==> src/rtl/fetch_seq_if.sv <==
// Instruction-memory byte port for fetch_seq.
// master: the fetch sequencer (issues requests); slave: the memory (acks).
interface fetch_seq_if #(
  parameter int N = 64
);
  logic         imem_req;
  logic [N-1:0] imem_addr;
  logic         imem_ack;
  logic [7:0]   imem_data;
  logic         imem_err;

  modport master (
    output imem_req, imem_addr,
    input  imem_ack, imem_data, imem_err
  );

  modport slave (
    input  imem_req, imem_addr,
    output imem_ack, imem_data, imem_err
  );
endinterface

==> src/rtl/fetch_seq.sv <==
// Byte-serial Y86-64 instruction fetch sequencer.
// Reads one instruction byte per req/ack, decodes icode/ifun/rA/rB/valC,
// computes valP and flags illegal encodings and memory faults.
// Optional per-byte ack watchdog: define FETCH_TIMEOUT_EN.
//
// state | meaning
// IDLE  | waiting for start; results from the last fetch are held
// FETCH | requesting byte PC+k, capturing it on ack
// DONE  | one-cycle done pulse, results valid
module fetch_seq #(
  parameter int N = 64
`ifdef FETCH_TIMEOUT_EN
  , parameter int TIMEOUT = 15
`endif
) (
  input  logic              clk,
  input  logic              reset,
  input  logic              i_start,
  input  logic [N-1:0]      i_pc,
  fetch_seq_if.master       imem,
  output logic              o_busy,
  output logic              o_done,
  output logic [3:0]        o_icode,
  output logic [3:0]        o_ifun,
  output logic [3:0]        o_ra,
  output logic [3:0]        o_rb,
  output logic [63:0]       o_valc,
  output logic [N-1:0]      o_valp,
  output logic              o_instr_valid,
  output logic              o_imem_error
);

  typedef enum logic [1:0] {S_IDLE, S_FETCH, S_DONE} state_t;

  state_t       r_state, w_next;
  logic [N-1:0] r_pc;
  logic [3:0]   r_k;
  logic [3:0]   r_len;
  logic [3:0]   r_icode, r_ifun, r_ra, r_rb;
  logic [63:0]  r_valc;
  logic [N-1:0] r_valp;
  logic         r_valid, r_err;

  logic         w_fetch, w_ack, w_good, w_abort, w_timeout, w_last;
  logic [3:0]   w_len0;
  logic         w_valid0;
  logic [2:0]   w_j10, w_j9;

  function automatic logic [3:0] f_len(input logic [3:0] ic);
    case (ic)
      4'h0, 4'h1, 4'h9:        f_len = 4'd1;
      4'h2, 4'h6, 4'hA, 4'hB:  f_len = 4'd2;
      4'h3, 4'h4, 4'h5:        f_len = 4'd10;
      4'h7, 4'h8:              f_len = 4'd9;
      default:                 f_len = 4'd1;
    endcase
  endfunction

  function automatic logic f_valid(input logic [3:0] ic, input logic [3:0] fn);
    if (ic > 4'hB)                     f_valid = 1'b0;
    else if (ic == 4'h2 || ic == 4'h7) f_valid = (fn <= 4'd6);
    else if (ic == 4'h6)               f_valid = (fn <= 4'd3);
    else                               f_valid = (fn == 4'd0);
  endfunction

  assign w_fetch  = (r_state == S_FETCH);
  assign w_ack    = w_fetch && imem.imem_ack;
  assign w_good   = w_ack && !imem.imem_err;
  assign w_abort  = (w_ack && imem.imem_err) || w_timeout;
  assign w_len0   = f_len(imem.imem_data[7:4]);
  assign w_valid0 = f_valid(imem.imem_data[7:4], imem.imem_data[3:0]);
  // An illegal first byte ends the fetch immediately.
  assign w_last   = w_good && ((r_k == 4'd0) ? (w_len0 == 4'd1 || !w_valid0)
                                             : (r_k + 4'd1 == r_len));
  assign w_j10    = 3'(r_k - 4'd2);
  assign w_j9     = 3'(r_k - 4'd1);

`ifdef FETCH_TIMEOUT_EN
  localparam int TW = $clog2(TIMEOUT + 1);
  logic [TW-1:0] r_wait;

  // Per-byte ack watchdog: reload on start and every ack, count down while waiting.
  always_ff @(posedge clk) begin
    if (reset)
      r_wait <= '0;
    else if ((r_state == S_IDLE && i_start) || w_ack)
      r_wait <= TW'(TIMEOUT - 1);
    else if (w_fetch && r_wait != '0)
      r_wait <= r_wait - TW'(1);
  end

  assign w_timeout = w_fetch && !imem.imem_ack && (r_wait == '0);
`else
  assign w_timeout = 1'b0;
`endif

  // State register.
  always_ff @(posedge clk) begin
    if (reset) r_state <= S_IDLE;
    else       r_state <= w_next;
  end

  // Next-state logic.
  always_comb begin
    w_next = r_state;
    case (r_state)
      S_IDLE:  if (i_start) w_next = S_FETCH;
      S_FETCH: if (w_abort || w_last) w_next = S_DONE;
      S_DONE:  w_next = S_IDLE;
      default: w_next = S_IDLE;
    endcase
  end

  // Fetch datapath: latch PC, capture bytes into fields, finish valP.
  always_ff @(posedge clk) begin
    if (reset) begin
      r_pc    <= '0;
      r_k     <= '0;
      r_len   <= '0;
      r_icode <= '0;
      r_ifun  <= '0;
      r_ra    <= '0;
      r_rb    <= '0;
      r_valc  <= '0;
      r_valp  <= '0;
      r_valid <= 1'b0;
      r_err   <= 1'b0;
    end else if (r_state == S_IDLE && i_start) begin
      r_pc    <= i_pc;
      r_k     <= '0;
      r_len   <= '0;
      r_icode <= '0;
      r_ifun  <= '0;
      r_ra    <= '0;
      r_rb    <= '0;
      r_valc  <= '0;
      r_valp  <= '0;
      r_valid <= 1'b0;
      r_err   <= 1'b0;
    end else if (w_fetch) begin
      if (w_abort) begin
        r_err   <= 1'b1;
        r_valid <= 1'b0;
        r_valp  <= r_pc + N'(r_k);
      end else if (w_good) begin
        r_k <= r_k + 4'd1;
        if (r_k == 4'd0) begin
          r_icode <= imem.imem_data[7:4];
          r_ifun  <= imem.imem_data[3:0];
          r_len   <= w_len0;
          r_valid <= w_valid0;
        end
        if (r_k == 4'd1 && (r_len == 4'd2 || r_len == 4'd10)) begin
          r_ra <= imem.imem_data[7:4];
          r_rb <= imem.imem_data[3:0];
        end
        // Length 10 carries valC in bytes 2..9, length 9 in bytes 1..8.
        if (r_len == 4'd10 && r_k >= 4'd2)
          r_valc[{w_j10, 3'b000} +: 8] <= imem.imem_data;
        if (r_len == 4'd9 && r_k >= 4'd1)
          r_valc[{w_j9, 3'b000} +: 8] <= imem.imem_data;
        if (w_last)
          r_valp <= r_pc + N'((r_k == 4'd0) ? w_len0 : r_len);
      end
    end
  end

  assign imem.imem_req  = w_fetch;
  assign imem.imem_addr = w_fetch ? (r_pc + N'(r_k)) : '0;
  assign o_busy         = (r_state != S_IDLE);
  assign o_done         = (r_state == S_DONE);
  assign o_icode        = r_icode;
  assign o_ifun         = r_ifun;
  assign o_ra           = r_ra;
  assign o_rb           = r_rb;
  assign o_valc         = r_valc;
  assign o_valp         = r_valp;
  assign o_instr_valid  = r_valid;
  assign o_imem_error   = r_err;

endmodule

==> src/flat_wrapper.sv <==
// flat-port wrapper written by rule: the top's interface ports become plain ports
module fetch_seq_flat 
#(
  parameter int N = 64

)
  (clk, reset, i_start, i_pc, o_busy, o_done, o_icode, o_ifun, o_ra, o_rb, o_valc, o_valp, o_instr_valid, o_imem_error, imem_imem_req, imem_imem_addr, imem_imem_ack, imem_imem_data, imem_imem_err);
  fetch_seq_if #(.N(N)) imem_i ();
  input  logic clk;
  input  logic reset;
  input  logic i_start;
  input  logic [N-1:0] i_pc;
  output logic o_busy;
  output logic o_done;
  output logic [3:0] o_icode;
  output logic [3:0] o_ifun;
  output logic [3:0] o_ra;
  output logic [3:0] o_rb;
  output logic [63:0] o_valc;
  output logic [N-1:0] o_valp;
  output logic o_instr_valid;
  output logic o_imem_error;
  output wire logic [$bits(imem_i.imem_req)-1:0] imem_imem_req;
  output wire logic [$bits(imem_i.imem_addr)-1:0] imem_imem_addr;
  input wire logic [$bits(imem_i.imem_ack)-1:0] imem_imem_ack;
  input wire logic [$bits(imem_i.imem_data)-1:0] imem_imem_data;
  input wire logic [$bits(imem_i.imem_err)-1:0] imem_imem_err;
  assign imem_imem_req = imem_i.imem_req;
  assign imem_imem_addr = imem_i.imem_addr;
  assign imem_i.imem_ack = imem_imem_ack;
  assign imem_i.imem_data = imem_imem_data;
  assign imem_i.imem_err = imem_imem_err;
  fetch_seq #(.N(N)) u_core (.clk(clk), .reset(reset), .i_start(i_start), .i_pc(i_pc), .imem(imem_i), .o_busy(o_busy), .o_done(o_done), .o_icode(o_icode), .o_ifun(o_ifun), .o_ra(o_ra), .o_rb(o_rb), .o_valc(o_valc), .o_valp(o_valp), .o_instr_valid(o_instr_valid), .o_imem_error(o_imem_error));
endmodule
==> config.mk <==
export PLATFORM = sky130hd
export DESIGN_NAME = fetch_seq_flat
export DESIGN_NICKNAME = d
export VERILOG_FILES = /design/src/rtl/fetch_seq_if.sv /design/src/rtl/fetch_seq.sv /design/src/flat_wrapper.sv
export SDC_FILE = /design/constraint.sdc
export NUM_CORES = 1
export LEC_CHECK = 0
export BUFFER_PORTS_ARGS = -buffer_cell sky130_fd_sc_hd__buf_2
export CAP_MARGIN = 20
export CORE_MARGIN = 2
export CORE_UTILIZATION = 48
export DETAILED_ROUTE_END_ITERATION = 12
export HOLD_SLACK_MARGIN = 0.02
export PLACE_DENSITY = 0.8
export REMOVE_ABC_BUFFERS = 1
export SYNTH_ARGS = -nofsm -noshare
export SYNTH_HDL_FRONTEND = slang
export SYNTH_SLANG_ARGS = --single-unit
==> constraint.sdc <==
create_clock -name clk -period 3.51 [get_ports clk]
set_input_delay 0.1755 -clock clk [delete_from_list [all_inputs] [get_ports clk]]
set_output_delay 0.1755 -clock clk [all_outputs]
set_load 0.005 [all_outputs]
==> results.json <==
{
  "fin_crit_sh": 0.9798,
  "die_width_um": 156.3,
  "switching_power_mw": 1.689,
  "drc": 0,
  "hpwlAfterDp_um": 26890,
  "reg2reg_depth": 14,
  "cp.arrival_ps": 3260,
  "crit_path_end_kind": "output pin",
  "overflow": 0,
  "cp_cell_sequence": "nand4_2 -> nor3_1 -> nand4_1 -> nor3_1 -> nand2_1 -> xor2_1 -> nor2_1 -> buf_2",
  "nets": 1756,
  "p_int_mw": 4.589,
  "clk_pin_slew_ps": 60,
  "min_path_type": "in -> reg",
  "crit_fanout": 9,
  "p_sw_frac": 0.2691,
  "drtAntennaViolNets": 0,
  "synth.avg_cell_area_um2": 8.265,
  "die_area_mm2": 0.02443,
  "route.top_layer_used": "met4",
  "wl_met2_um": 18340,
  "ys_ff_latch": 219,
  "cp_common_cell": "nor3_1",
  "routed_wl_um": 38580,
  "wl_met1_um": 15200,
  "clk_latency_ps": 530,
  "grt_pass1_vias": 11060,
  "initial_core_util": 0.4902,
  "yosys_warnings": 0,
  "crit_type": "reg -> out",
  "critPathTopFamily": "simple AND/OR/NAND/NOR gates",
  "cap_viol_max_count": 0,
  "final.setup_skew_ps": 18.73,
  "grt_max_degree": 67,
  "drive_above_1_share": 0.2482,
  "yosysSeqAreaShare": 0.3938,
  "p_comb_frac": 0.129,
  "hold_viol": 0,
  "dr_total_vias": 11670,
  "port_buffers": 289,
  "rrSetupSlack_ps": 300,
  "grt_pass1_wl_um": 59330,
  "worst-path-buf-inv": 1,
  "synthFlopType": "dfxtp_1",
  "relSlewSlack": 0.3427,
  "via_per_inst": 5.946,
  "numCtsBuffers": 24,
  "cts_max_level": 1,
  "rows": 55,
  "synth_area_mm2": 0.01113,
  "min_period_ps": 3439,
  "fp.coreArea_mm2": 0.02271,
  "finish.cell_count_without_fillers": 1962,
  "wl_met3_um": 3593,
  "cts_root_buf": "clkbuf_16",
  "place_congestion": 0.9246,
  "tightestPinTransition_ps": 983.7,
  "cts_buffer_depth": 3,
  "grtUsageTotal": 0.3017,
  "antenna_found_initial": 1,
  "firstDrtPassIters": 5,
  "leakage_nw": 5.878,
  "synth_edf_count": 0,
  "post_drt_wl_per_cell_um": 19.66,
  "power.density_mw_per_mm2": 434.4,
  "cts.sinks": 219,
  "worstHoldPathCells": 3,
  "area_delta_synth_final_pct": 29.83,
  "cp-start-kind": "register",
  "io_pins": 290,
  "cp_slowest_cell": "dfxtp_1",
  "drtIter0Drc": 955,
  "dpl.cell_count": 1849,
  "chipHeight_um": 156.3,
  "synth-async-reset-ratio": 0,
  "vdd_drop_max_mv": 0.2386,
  "worstPathRequired_ps": 3330,
  "fmax_mhz": 290.8,
  "cts_tree": "built",
  "cp_slowest_stage_delay_ps": 530,
  "slew_viol_final": 0,
  "seqPwrFrac": 0.439,
  "crit_cells": 8,
  "syn_inst": 1347,
  "finalSetupViolations": 0,
  "yosysUniqueCellTypes": 67,
  "p_clk_frac": 0.432,
  "status": "completed",
  "fin_hold_ws_ps": 23.12
}
## cells in the final DEF, fill, tap and decap left out, types with 40 or more instances in the layout
| cell | n |
|---|---|
| a22o_1 | 63 |
| a22oi_1 | 44 |
| nor2_1 | 202 |
| buf_2 | 289 |
| nand3_1 | 42 |
| buf_4 | 40 |
| dfxtp_1 | 219 |
| dlygate4sd3_1 | 66 |
| a21oi_1 | 89 |
| nand2_1 | 92 |
| xor2_1 | 48 |
| o21ai_0 | 62 |
| xnor2_1 | 70 |
## state kept, by name (all words and copies together) (netlist names)
name / flops
u_core.o_valp: 64
u_core.o_rb: 4
u_core.o_instr_valid: 1
u_core.r_k: 4
u_core.r_pc: 64
u_core.o_ra: 4
u_core.o_icode: 4
u_core.o_imem_error: 1
u_core.o_valc: 64
u_core.o_ifun: 4
u_core.r_len: 3
u_core.r_state: 2
## Yosys cell counts, types with 3 or more instances
cell type / number / share of area
nand2_1: 93 / 0.031
a21boi_0: 3 / 0.0020
buf_2: 35 / 0.016
ha_1: 17 / 0.019
a21oi_1: 90 / 0.040
and3_1: 8 / 0.0045
and2_1: 12 / 0.0067
or3_1: 21 / 0.012
nand3b_1: 6 / 0.0040
a32o_1: 4 / 0.0036
nand2b_1: 14 / 0.0079
a22oi_1: 44 / 0.030
mux2i_1: 22 / 0.020
xor2_1: 48 / 0.038
inv_1: 14 / 0.0047
xnor2_1: 70 / 0.055
buf_1: 5 / 0.0017
o22ai_1: 3 / 0.0017
o21ai_0: 62 / 0.028
a211oi_1: 19 / 0.013
nor2_1: 203 / 0.068
buf_4: 4 / 0.0027
nand4_4: 3 / 0.0057
a21o_1: 3 / 0.0020
a32oi_1: 3 / 0.0024
a22o_1: 63 / 0.050
clkbuf_1: 68 / 0.023
nor3_1: 35 / 0.016
dfxtp_1: 219 / 0.39
nor4_1: 6 / 0.0034
a31oi_1: 3 / 0.0017
nor2b_1: 12 / 0.0067
nand4_1: 38 / 0.021
and4_1: 4 / 0.0031
nand3_1: 42 / 0.019
o21ai_1: 3 / 0.0013
nor4_2: 4 / 0.0045
## path summary, 6_finish.rpt
check                    start            endpoint
min reg2reg  u_core.o_icode[3]   u_core.o_icode[3]
max reg2reg      u_core.r_k[0]   u_core.o_valp[54]
min          imem_imem_data[6]   u_core.o_valc[22]
max            u_core.r_pc[26]  imem_imem_addr[62]
## stage by stage
step                      cell area (µm²)  utilization  total power [mW]  setup WS, ps  TNS (ps)
after floorplan                     10640            -             3.158         -2836   -227900
after global placement              12870       0.5666             3.521         438.0         0
after detailed placement            12870       0.5666             3.534         239.4         0
after CTS                           14380       0.6333             6.265         4.891         0
after global routing                14450       0.6364             6.477       -0.6650   -0.6650
final                               14450       0.6365             6.278         70.88         0
## what timing repair did
item,in CTS,in global routing
endpoints found under the setup margin,6,18
resized for setup,2,9
hold endpoints to repair,66,0
buffers inserted,0,4
hold buffers,66,0
pin swaps,0,1
## final cells by class
cell class                 instances  area, µm²
clock inverter                     9      131.4
fill                            1895       8255
clock buffer                      33      715.7
sequential                       219       4384
tap                              285      356.6
inverter                          15      56.30
timing repair buffer             401       2519
antenna                            1      2.502
multi-input combinational        999       6289
## cells by family after synthesis
group / count (synthesis) / share of synthesized area
and+or+nand+nor: 525 / 0.2344
AOI/OAI and AO/OA: 314 / 0.1864
DFF: 219 / 0.3938
buffers and inverters: 129 / 0.04900
xor gates and xnor gates: 118 / 0.09283
muxes: 23 / 0.02079
adders and majority gates: 19 / 0.02270
## routing by layer
metal,vias to the layer above,track usage
li1,5365,-
met1,5552,0.3739
met2,637,0.5175
met3,112,0.06065
met4,0,0.1136
met5,-,0
## worst register-to-register path, cell delays in order (launching register included)
cell and delay [ps]:
dfxtp_1 340, inv_1 100, ha_1 260, nand2_2 130
nor2_1 80, a21oi_1 160, ha_1 200, inv_1 60
fa_1 420, o21bai_2 240, mux2_2 260, nand3_1 190
or3_1 390, xor2_1 190, a21oi_2 80
## power groups by stage
| stage | sequential, mW | combinational (mW) | clock, mW |
|---|---|---|---|
| 3_5_place_dp | 2.80 | 0.731 | 0 |
| 4_1_cts | 2.75 | 0.792 | 2.72 |
| 6_report | 2.76 | 0.810 | 2.71 |
| 5_1_grt | 2.77 | 0.875 | 2.84 |
| 2_1_floorplan | 2.77 | 0.386 | 0 |
| 3_3_place_gp | 2.80 | 0.720 | 0 |
No activity file was read; power rests on OpenSTA's default activity.
